===== config.mk =====
export PLATFORM = sky130hd
export DESIGN_NAME = round_ctrl_flat
export DESIGN_NICKNAME = d
export VERILOG_FILES = /design/src/rtl/round_ctrl_if.sv /design/src/rtl/round_ctrl.sv /design/src/flat_wrapper.sv
export SDC_FILE = /design/constraint.sdc
export NUM_CORES = 1
export LEC_CHECK = 0
export BUFFER_PORTS_ARGS = -buffer_cell sky130_fd_sc_hd__buf_4
export CORE_MARGIN = 3
export CORE_UTILIZATION = 36
export CTS_CLUSTER_DIAMETER = 30
export DETAILED_ROUTE_END_ITERATION = 8
export PLACE_DENSITY_LB_ADDON = 0.05
export SLEW_MARGIN = 20
export SYNTH_ARGS = -nofsm -noshare
export SYNTH_HDL_FRONTEND = slang
export SYNTH_SLANG_ARGS = --single-unit

===== constraint.sdc =====
create_clock -name clk -period 2.4 [get_ports clk]
set_input_delay 0.24 -clock clk [delete_from_list [all_inputs] [get_ports clk]]
set_output_delay 0.24 -clock clk [all_outputs]
set_load 0.005 [all_outputs]

===== src/rtl/round_ctrl_if.sv =====
// Bus between the game-logic FSM / switch front end and the round
// sequencer.
//   master: drives start, time_v, guess_valid, guess and ack; observes
//           the round status.
//   slave : the sequencer; drives state, target, remaining, cmp_r,
//           end_f and done.
interface round_ctrl_if;
  logic       start;
  logic [4:0] time_v;
  logic       guess_valid;
  logic [7:0] guess;
  logic       ack;
  logic [1:0] state;
  logic [7:0] target;
  logic [4:0] remaining;
  logic       cmp_r;
  logic       end_f;
  logic       done;

  modport master (
    output start, time_v, guess_valid, guess, ack,
    input  state, target, remaining, cmp_r, end_f, done
  );

  modport slave (
    input  start, time_v, guess_valid, guess, ack,
    output state, target, remaining, cmp_r, end_f, done
  );
endinterface


===== src/rtl/round_ctrl.sv =====
// round_ctrl: per-round sequencer for the binary number game.
// It latches a target from a free-running LFSR, counts the round down in
// whole seconds, and judges a guess against the target or declares a
// timeout.
//   clk, rst_n : clock and asynchronous active-low reset
//   bus        : round_ctrl_if.slave
//                inputs : start, time_v, guess_valid, guess, ack
//                outputs: state, target, remaining, cmp_r, end_f, done
// Every output is registered.
module round_ctrl #(
  parameter int         TICK_CYCLES = 50_000_000,
  parameter logic [7:0] SEED        = 8'hA5
) (
  input logic         clk,
  input logic         rst_n,
  round_ctrl_if.slave bus
);
  localparam int PW = (TICK_CYCLES > 1) ? $clog2(TICK_CYCLES) : 1;

  typedef enum logic [1:0] {IDLE = 2'd0, RUN = 2'd1, DONE = 2'd2, BAD = 2'd3} state_t;

  state_t        state_q, state_d;
  logic [7:0]    lfsr_q, lfsr_d;
  logic [PW-1:0] pre_q, pre_d;
  logic [7:0]    target_q, target_d;
  logic [4:0]    rem_q, rem_d;
  logic          cmp_q, cmp_d;
  logic          end_q, end_d;
  logic          done_q, done_d;
  logic          tick;

  // The prescaler wraps on the tick cycle, so a tick is one second of RUN.
  assign tick = (pre_q == PW'(TICK_CYCLES - 1));

  always_ff @(posedge clk or negedge rst_n) begin
    if (!rst_n) begin
      state_q  <= IDLE;
      lfsr_q   <= SEED;
      pre_q    <= '0;
      target_q <= '0;
      rem_q    <= '0;
      cmp_q    <= 1'b0;
      end_q    <= 1'b0;
      done_q   <= 1'b0;
    end else begin
      state_q  <= state_d;
      lfsr_q   <= lfsr_d;
      pre_q    <= pre_d;
      target_q <= target_d;
      rem_q    <= rem_d;
      cmp_q    <= cmp_d;
      end_q    <= end_d;
      done_q   <= done_d;
    end
  end

  always_comb begin
    state_d  = state_q;
    // Taps x^8+x^6+x^5+x^4+1. The feedback enters bit 0. A nonzero seed
    // never reaches the all-zero lockup state.
    lfsr_d   = {lfsr_q[6:0], lfsr_q[7] ^ lfsr_q[5] ^ lfsr_q[4] ^ lfsr_q[3]};
    pre_d    = pre_q;
    target_d = target_q;
    rem_d    = rem_q;
    cmp_d    = cmp_q;
    end_d    = end_q;
    done_d   = 1'b0;

    case (state_q)
      IDLE, DONE: begin
        // start takes priority over ack in DONE.
        if (bus.start) begin
          target_d = lfsr_q;
          rem_d    = (bus.time_v == 5'd0) ? 5'd1 : bus.time_v;
          pre_d    = '0;
          cmp_d    = 1'b0;
          end_d    = 1'b0;
          state_d  = RUN;
        end else if (state_q == DONE && bus.ack) begin
          state_d  = IDLE;
        end
      end
      RUN: begin
        pre_d = tick ? '0 : pre_q + 1'b1;
        // A guess beats a coincident final tick. remaining freezes.
        if (bus.guess_valid) begin
          cmp_d   = (bus.guess == target_q);
          end_d   = 1'b0;
          done_d  = 1'b1;
          state_d = DONE;
        end else if (tick) begin
          if (rem_q > 5'd1) begin
            rem_d = rem_q - 5'd1;
          end else begin
            rem_d   = 5'd0;
            end_d   = 1'b1;
            cmp_d   = 1'b0;
            done_d  = 1'b1;
            state_d = DONE;
          end
        end
      end
      default: state_d = IDLE;
    endcase
  end

  assign bus.state     = state_q;
  assign bus.target    = target_q;
  assign bus.remaining = rem_q;
  assign bus.cmp_r     = cmp_q;
  assign bus.end_f     = end_q;
  assign bus.done      = done_q;
endmodule

===== src/flat_wrapper.sv =====
// flat-port wrapper written by rule: the top's interface ports become plain ports
module round_ctrl_flat 
#(
  parameter int         TICK_CYCLES = 50_000_000,
  parameter logic [7:0] SEED        = 8'hA5
)
  (clk, rst_n, bus_start, bus_time_v, bus_guess_valid, bus_guess, bus_ack, bus_state, bus_target, bus_remaining, bus_cmp_r, bus_end_f, bus_done);
  round_ctrl_if bus_i ();
  input logic clk;
  input logic rst_n;
  input wire logic [$bits(bus_i.start)-1:0] bus_start;
  input wire logic [$bits(bus_i.time_v)-1:0] bus_time_v;
  input wire logic [$bits(bus_i.guess_valid)-1:0] bus_guess_valid;
  input wire logic [$bits(bus_i.guess)-1:0] bus_guess;
  input wire logic [$bits(bus_i.ack)-1:0] bus_ack;
  output wire logic [$bits(bus_i.state)-1:0] bus_state;
  output wire logic [$bits(bus_i.target)-1:0] bus_target;
  output wire logic [$bits(bus_i.remaining)-1:0] bus_remaining;
  output wire logic [$bits(bus_i.cmp_r)-1:0] bus_cmp_r;
  output wire logic [$bits(bus_i.end_f)-1:0] bus_end_f;
  output wire logic [$bits(bus_i.done)-1:0] bus_done;
  assign bus_i.start = bus_start;
  assign bus_i.time_v = bus_time_v;
  assign bus_i.guess_valid = bus_guess_valid;
  assign bus_i.guess = bus_guess;
  assign bus_i.ack = bus_ack;
  assign bus_state = bus_i.state;
  assign bus_target = bus_i.target;
  assign bus_remaining = bus_i.remaining;
  assign bus_cmp_r = bus_i.cmp_r;
  assign bus_end_f = bus_i.end_f;
  assign bus_done = bus_i.done;
  round_ctrl #(.TICK_CYCLES(TICK_CYCLES), .SEED(SEED)) u_core (.clk(clk), .rst_n(rst_n), .bus(bus_i));
endmodule

==> flow_summary.yaml, run 1 <==
status:
  status: "finished clean"
route:
  drt-vias-per-instance: 5.35
  finalWirelength_mm: 6.47
  firstDrtPassIters: 4
  drtIter0Drc: 97
  drc: 0
  via_count: 2274
  wl_per_cell_um: 15.2
  detail-route-antenna-nets: 0
placement:
  io_buffers: 35
  place.gp.congestion: 0.810
  place_area_um2: 3090
  dp.cells: 416
  pre_cts_slack_ps: 492
  dp_hpwl_mm: 4.58
floorplan:
  core_um2: 7020
  die_w_um: 92.5
  die_h_um: 92.5
  std_cell_rows: 30
  start_util_pct: 38.3
  die_area_um2: 8550
  ios: 36
yosys:
  synth_warnings: 0
  synth_area_leaders: "dfrtp_1, nand2_1, a31oi_1"
  synthesis.nets: 309
  yosys_register_bits: 52
  avgSynthCellArea_um2: 9.34
  synth_top_area_cell: "dfrtp_1"
  ys_seq_area_share_pct: 48.5
  synth_cell_types: 44
  synth.top_cell.area_share_pct: 44.6
  synth_area_um2: 2690
  syn_inst: 288
clocking:
  cts_setup_buffers: 0
  clockBufferDepth: 2
  root_buffer: "clkbuf_8"
  cts_tree: "yes"
  clock_latency_ps: 310
  cts_buffers: 5
  h-tree-depth: 2
  path_clk_slew_ps: 110
  numClockSinks: 52
cells_and_area:
  fillers: 705
  postLayoutCellArea_um2: 3190
  drive_gt1_share_pct: 19.5
  fin_nets: 349
  layout_commonest_cell: "nand2_1"
  layout_common_cells: "nand2_1, dfrtp_1, buf_4, nand3_1"
  antenna_cells: 0
  instances_no_fill: 425
  syn_to_final_growth_pct: 18.5
  final_util_pct: 45.4
timing:
  fin_setup_tns_ps: 0
  setup_slack_ps: 473
  drv_slew: 0
  rsz0062_at_grt: "no"
  period_share_pct: 80.3
  holdWs_ps: 145
  timing.final.hold_violations: 0
  finalCriticalPeriod_ps: 1930
  slew_headroom_pct: 55.6
  worstMarginPinSlew_ps: 667
  setup_violations: 0
  fmax_mhz: 519
  finClkSkew_ps: 9.81
power:
  p_leak_nw: 1.42
  ir_worst_vdd_mv: 0.309
  powerDensity_nw_per_um2: 744
  p_int_mw: 1.51
  seq_power_share_pct: 52.1
  p_sw_mw: 0.864
  switching_share_pct: 36.4
  clock_power_share_pct: 22.6
  finalPower_mw: 2.37
  combPwrFrac_pct: 25.3
setup_path:
  cp_slowest_cell: "dfrtp_1"
  max_stage_delay_ps: 420
  crit_path_end_kind: "flop"
  setup.worst_path.start_class: "flop"
  path_max_fanout: 21
  crit_type: "reg -> reg"
  arrival_ps: 2180
  crit_required_ps: 2650
  rr_worst_depth: 7
  crit_chain: "ha_1 -> nand2_1 -> nor4_4 -> a21oi_2 -> buf_4 -> or3b_1 -> nand3_1"
grt:
  antenna_found_initial: 0
  grt_use_total_pct: 15.9
  globalRouteOverflowTotal: 0
  grt_pass1_vias: 2170
  grt_pass1_wl_mm: 10.9
  grt_max_degree: 53
hold_path:
  hold_path_class: "in -> reg"
  hold_depth: 2
flow_run:
  maxCapViolations: 0
## state kept, by name, summed over array words and instances (netlist names)
name / cells
u_core.pre_q: 26
u_core.bus.target: 8
u_core.lfsr_q: 8
u_core.bus.remaining: 5
u_core.bus.state: 2
u_core.bus.cmp_r: 1
u_core.bus.done: 1
u_core.bus.end_f: 1
## metal layers
metal | GRT usage, % | vias to the layer above | part of all wire [%]
li1 | - | 1130 | -
met3 | 3.17 | 11 | 4.3
met2 | 23.3 | 47 | 43
met4 | 4.58 | 0 | 1.3
met1 | 23.6 | 1086 | 51
met5 | 0 | - | 0
## timing repair
item                                   4_1_cts  5_1_grt
hold buffers                                 1        0
setup endpoints to repair                    0        0
endpoints found under the hold margin       48        0
gates resized for setup                      0        0
## cells in the mapped netlist, drive strengths merged
library cell and number:
a211oi 1, a21o 1, a21oi 18, a22o 1
a31oi 17, a32o 1, a41oi 4, and3 5
and4 3, buf 6, clkbuf 5, dfrtp 48
dfstp 4, ha 3, inv 5, mux2 1
mux2i 5, nand2 52, nand2b 6, nand3 20
nand4 9, nor2 16, nor2b 2, nor3 10
nor3b 1, nor4 5, nor4b 3, o21a 2
o21ai 12, o2bb2ai 3, o31a 2, o31ai 3
or2 1, or3b 1, or4 1, xnor2 6
xor2 5
## power groups by stage
stage               sequential [mW]  clock (mW)  combinational [mW]
floorplan                      1.17           0               0.427
global placement               1.25           0               0.597
detailed placement             1.25           0               0.605
CTS                            1.23       0.555               0.608
global route                   1.27       0.589               0.678
finish                         1.24       0.536               0.601
## worst max-delay path, delay by kind of cell (launching register included)
family	cells	cell delay (ps)
AOI/OAI and AO/OA	1	150
buffers and inverters	1	260
and+or+nand+nor	4	780
adders and majority gates	1	250
DFF	1	420
## final cells by class
cell class	count	area [um^2]	area share, %
clock inverter	3	25.0	0.785
clock buffer	5	68.8	2.16
inverter	5	18.8	0.588
sequential	52	1310	41.0
multi-input combinational	220	1320	41.3
tap	96	120	3.77
timing repair buffer	44	333	10.4
## final timing paths
check | start | to | slack (ps)
min | bus_guess_valid | u_core.bus.state[0] | 140
min reg2reg | u_core.lfsr_q[1] | u_core.lfsr_q[2] | 390
min in group asynchronous | rst_n | u_core.pre_q[14] | 490
max reg2reg | u_core.pre_q[0] | u_core.pre_q[21] | 470
max | u_core.pre_q[0] | u_core.pre_q[21] | 470
max in group asynchronous | rst_n | u_core.bus.remaining[2] | 1470
## logic make-up (layout without fill, tap and decap cells)
| group | Yosys count | in the layout | share of synthesized area, % |
|---|---|---|---|
| xor gates and xnor gates | 11 | 11 | 3.58 |
| buffers and inverters | 16 | 57 | 2.51 |
| DFF | 52 | 52 | 48.5 |
| and+or+nand+nor | 135 | 135 | 26.5 |
| AOI/OAI and AO/OA | 65 | 65 | 15.2 |
| adders and majority gates | 3 | 3 | 1.39 |
| muxes | 6 | 6 | 2.28 |
No activity file was read; power rests on OpenSTA's default activity.
==> run 2: changes to the inputs <==
==> constraint.sdc (replaced) <==
create_clock -name clk -period 2 [get_ports clk]
set_input_delay 0.2 -clock clk [delete_from_list [all_inputs] [get_ports clk]]
set_output_delay 0.2 -clock clk [all_outputs]
set_load 0.005 [all_outputs]
==> flow_summary.yaml, run 2 (synthesis gave the netlist of run 1 again) <==
status:
  status: "finished clean"
route:
  firstDrtPassIters: 4
  drtIter0Drc: 96
  drc: 0
  wl_per_cell_um: 15.0
  drt-vias-per-instance: 5.27
  finalWirelength_mm: 6.48
  via_count: 2276
  detail-route-antenna-nets: 0
clocking:
  cts_setup_buffers: 0
  root_buffer: "clkbuf_8"
  clock_latency_ps: 310
  cts_buffers: 5
  cts_tree: "yes"
  clockBufferDepth: 2
  h-tree-depth: 2
  numClockSinks: 52
  path_clk_slew_ps: 100
setup_path:
  arrival_ps: 2070
  crit_required_ps: 2210
  crit_path_end_kind: "flop"
  cp_slowest_cell: "dfrtp_1"
  crit_chain: "ha_1 -> nand2_1 -> nor4_4 -> buf_4 -> and3_1 -> o21a_1 -> or2_1"
  crit_type: "reg -> reg"
  setup.worst_path.start_class: "flop"
  path_max_fanout: 6
  max_stage_delay_ps: 420
cells_and_area:
  fin_nets: 356
  drive_gt1_share_pct: 21.4
  largest_reg_flops: 26
  regMostFlops: "u_core.pre_q"
  layout_common_cells: "nand2_1, buf_4, dfrtp_1, nand3_1"
  antenna_cells: 0
  layout_commonest_cell: "nand2_1"
  syn_to_final_growth_pct: 20.5
grt:
  grt_max_degree: 53
  grt_pass1_vias: 2230
  grt_use_total_pct: 16.1
  grt_pass1_wl_mm: 11.2
  antenna_found_initial: 0
  globalRouteOverflowTotal: 0
floorplan:
  die_h_um: 92.5
  die_area_um2: 8550
  std_cell_rows: 30
  start_util_pct: 38.3
  ios: 36
  core_um2: 7020
  die_w_um: 92.5
timing:
  setup_violations: 0
  holdWs_ps: 110
  slew_headroom_pct: 54.9
  period_share_pct: 93.3
  timing.final.hold_violations: 0
  setup_slack_ps: 133
  finalCriticalPeriod_ps: 1870
  worstMarginPinSlew_ps: 676
  finClkSkew_ps: 4.89
  rsz0062_at_grt: "no"
  fin_setup_tns_ps: 0
  fmax_mhz: 536
  drv_slew: 0
power:
  p_int_mw: 1.83
  seq_power_share_pct: 50.9
  clock_power_share_pct: 22.3
  switching_share_pct: 36.2
  ir_worst_vdd_mv: 0.356
  combPwrFrac_pct: 26.8
  p_leak_nw: 1.46
  powerDensity_nw_per_um2: 884
  p_sw_mw: 1.04
placement:
  place.gp.congestion: 0.834
  dp_hpwl_mm: 4.67
  io_buffers: 35
  pre_cts_slack_ps: 148
hold_path:
  hold_path_class: "in -> reg"
flow_run:
  maxCapViolations: 0
## run 2: per-stage QoR
| step | instance area [um^2] | cells | util, % | total power, mW |
|---|---|---|---|---|
| global route | 3240 | 432 | 46.2 | 3.09 |
| detailed placement | 3140 | 423 | 44.7 | 2.25 |
| global placement | 3140 | 423 | 44.7 | 2.24 |
| finish | 3240 | 432 | 46.2 | 2.87 |
| floorplan | 2690 | 288 | - | 1.92 |
| CTS | 3240 | 432 | 46.2 | 2.91 |
## run 2: area by class of cell
class	count	area (um^2)
inverter	5	18.8
tap	96	120
clock inverter	3	25.0
clock buffer	5	68.8
fill	695	3770
multi-input combinational	220	1320
sequential	52	1310
timing repair buffer	51	385
## run 2: path summary, 6_finish.rpt
| kind | startpoint | end | slack [ps] | cells after the start |
|---|---|---|---|---|
| worst min register to register | u_core.lfsr_q[1] | u_core.lfsr_q[2] | 390 | 0 |
| min in group asynchronous | rst_n | u_core.pre_q[11] | 450 | 2 |
| worst min-delay path | bus_guess_valid | u_core.bus.state[0] | 110 | 2 |
| max in group asynchronous | rst_n | u_core.pre_q[4] | 1090 | 2 |
| worst max register to register | u_core.pre_q[0] | u_core.bus.state[1] | 130 | 7 |
| worst max-delay path | u_core.pre_q[0] | u_core.bus.state[1] | 130 | 7 |
## run 2: routing by layer
metal	wire [um]	track usage, %	part of all wire (%)	up-vias
met1	3270	23.7	51	1088
met2	2910	24.1	45	35
met5	0	0	0	-
met3	239	3.01	3.7	5
li1	-	-	-	1148
met4	53	4.83	0.82	0
## run 2: power by group through the flow
stage,clock network [mW],registers (mW),logic (mW)
3_3_place_gp,0,1.47,0.764
3_5_place_dp,0,1.48,0.770
6_report,0.640,1.46,0.768
5_1_grt,0.715,1.50,0.873
2_1_floorplan,0,1.41,0.513
4_1_cts,0.673,1.46,0.776
## run 2: repair_timing
item                                   CTS  global route
resized for setup                        0             1
setup endpoints to repair                0             3
hold buffers                             1             0
endpoints found under the hold margin   48             0
## run 2: critical path, delay by kind of cell, from the launching register on
family | cells | cell delay (ps)
AOI/OAI and AO/OA | 1 | 200
and+or+nand+nor | 4 | 730
DFF | 1 | 420
buffers and inverters | 1 | 160
adders and majority gates | 1 | 260
==> run 3: changes to the inputs <==
--- a/config.mk
+++ b/config.mk
@@ -10,6 +10,7 @@
 export CORE_UTILIZATION = 36
 export CTS_CLUSTER_DIAMETER = 30
 export DETAILED_ROUTE_END_ITERATION = 8
+export MAX_ROUTING_LAYER = met4
 export PLACE_DENSITY_LB_ADDON = 0.05
 export SLEW_MARGIN = 20
 export SYNTH_ARGS = -nofsm -noshare
==> flow_summary.yaml, run 3 (synthesis gave the netlist of run 1 again) <==
route:
  via_count: 2278
  drt-vias-per-instance: 5.27
  finalWirelength_mm: 6.47
  firstDrtPassIters: 4
  drtIter0Drc: 87
  drc: 0
  detail-route-antenna-nets: 0
  wl_per_cell_um: 15.0
placement:
  place.gp.congestion: 0.846
  dp_hpwl_mm: 4.67
  io_buffers: 35
cells_and_area:
  regMostFlops: "u_core.pre_q"
  fin_nets: 356
  fillers: 695
  layout_common_cells: "nand2_1, buf_4, dfrtp_1, nand3_1"
  final_util_pct: 46.2
  layout_commonest_cell: "nand2_1"
  antenna_cells: 0
  syn_to_final_growth_pct: 20.5
  largest_reg_flops: 26
  drive_gt1_share_pct: 21.4
setup_path:
  r2r_slack_ps: 130
  path_max_fanout: 7
  crit_type: "reg -> reg"
  rr_startpoint: "u_core.pre_q[8]"
  crit_required_ps: 2210
  setup.worst_path.start_class: "flop"
  arrival_ps: 2080
  crit_start: "u_core.pre_q[8]"
  crit_path_end_kind: "flop"
grt:
  grt_use_total_pct: 16.6
  grt_pass1_vias: 2225
  grt_pass1_wl_mm: 11.2
  met3_usage_pct: 3.01
  antenna_found_initial: 0
  busiest_layer: "met2"
  grt_use_met2_pct: 24.0
  globalRouteOverflowTotal: 0
  grtUsageMet1_pct: 23.8
  grt_max_degree: 53
floorplan:
  core_um2: 7020
  die_h_um: 92.5
  die_area_um2: 8550
  die_w_um: 92.5
  ios: 36
  std_cell_rows: 30
  start_util_pct: 38.3
clocking:
  numClockSinks: 52
  root_buffer: "clkbuf_8"
  clock_latency_ps: 310
  cts_tree: "yes"
  cts_setup_buffers: 0
  h-tree-depth: 2
  path_clk_slew_ps: 100
  clockBufferDepth: 2
  cts_buffers: 5
timing:
  drv_slew: 0
  timing.final.hold_violations: 0
  setup_violations: 0
  finClkSkew_ps: 4.64
  fmax_mhz: 535
  rsz0062_at_grt: "no"
  finalCriticalPeriod_ps: 1870
  fin_setup_tns_ps: 0
  period_share_pct: 93.5
  worstMarginPinSlew_ps: 676
  slew_headroom_pct: 54.9
hold_path:
  hold_start: "bus_guess_valid"
  hold_path_class: "in -> reg"
status:
  status: "finished clean"
power:
  ir_worst_vdd_mv: 0.357
  powerDensity_nw_per_um2: 885
  p_leak_nw: 1.46
flow_run:
  maxCapViolations: 0
==> run 3: cell counts in the layout (fill, tap and decap cells not counted) <==
No cell type changed its count.
==> run 3: layout make-up <==
class | instances | area [um^2] | share of cell area (%)
clock inverter | 3 | 25.0 | 0.771
tap | 96 | 120 | 3.70
sequential | 52 | 1310 | 40.3
clock buffer | 5 | 68.8 | 2.12
timing repair buffer | 51 | 385 | 11.9
inverter | 5 | 18.8 | 0.578
multi-input combinational | 220 | 1320 | 40.7
==> run 3: stage by stage <==
stage                     instances  hold WS, ps  setup WS, ps  instance area [um^2]  total power, mW
final                           432          109           130                  3240             2.87
after global routing            432         96.9         0.348                  3240             3.09
after CTS                       432         96.8           132                  3240             2.91
after detailed placement        423          293           148                  3140             2.25
after global placement          423          289           140                  3140             2.24
after floorplan                 288        -95.6           284                  2690             1.92
==> run 3: critical path: stages (launching register included) <==
cell and delay, ps:
dfrtp_1 480, nand4_1 220, or4_4 560, o31a_1 290
o21ai_1 140, nand2_1 70
==> run 3: power breakdown <==
group          leakage (nW)  internal (mW)  total (mW)  switching (mW)
Sequential            0.688           1.22        1.46           0.236
Combinational         0.725          0.349       0.767           0.418
Clock                0.0452          0.256       0.642           0.386
==> run 3: path summary, 6_finish.rpt <==
check                      cells after the start                  end
hold reg to reg                                0     u_core.lfsr_q[2]
min in group asynchronous                      2     u_core.pre_q[21]
max in group asynchronous                      2  u_core.bus.state[0]
setup / recovery                               5     u_core.pre_q[25]
hold / removal                                 2  u_core.bus.state[0]
setup reg to reg                               5     u_core.pre_q[25]
==> run 3: timing repair <==
item                                    4_1_cts  5_1_grt
endpoints found under the setup margin        0        3
hold endpoints to repair                     48        0
resized for setup                             0        1
hold buffers                                  1        0
==> run 3: metal layers <==
metal / share of wire (%) / wire (um)
met5: 0 / 0
met4: 1.1 / 74
met3: 3.7 / 242
met2: 44 / 2880
met1: 51 / 3280
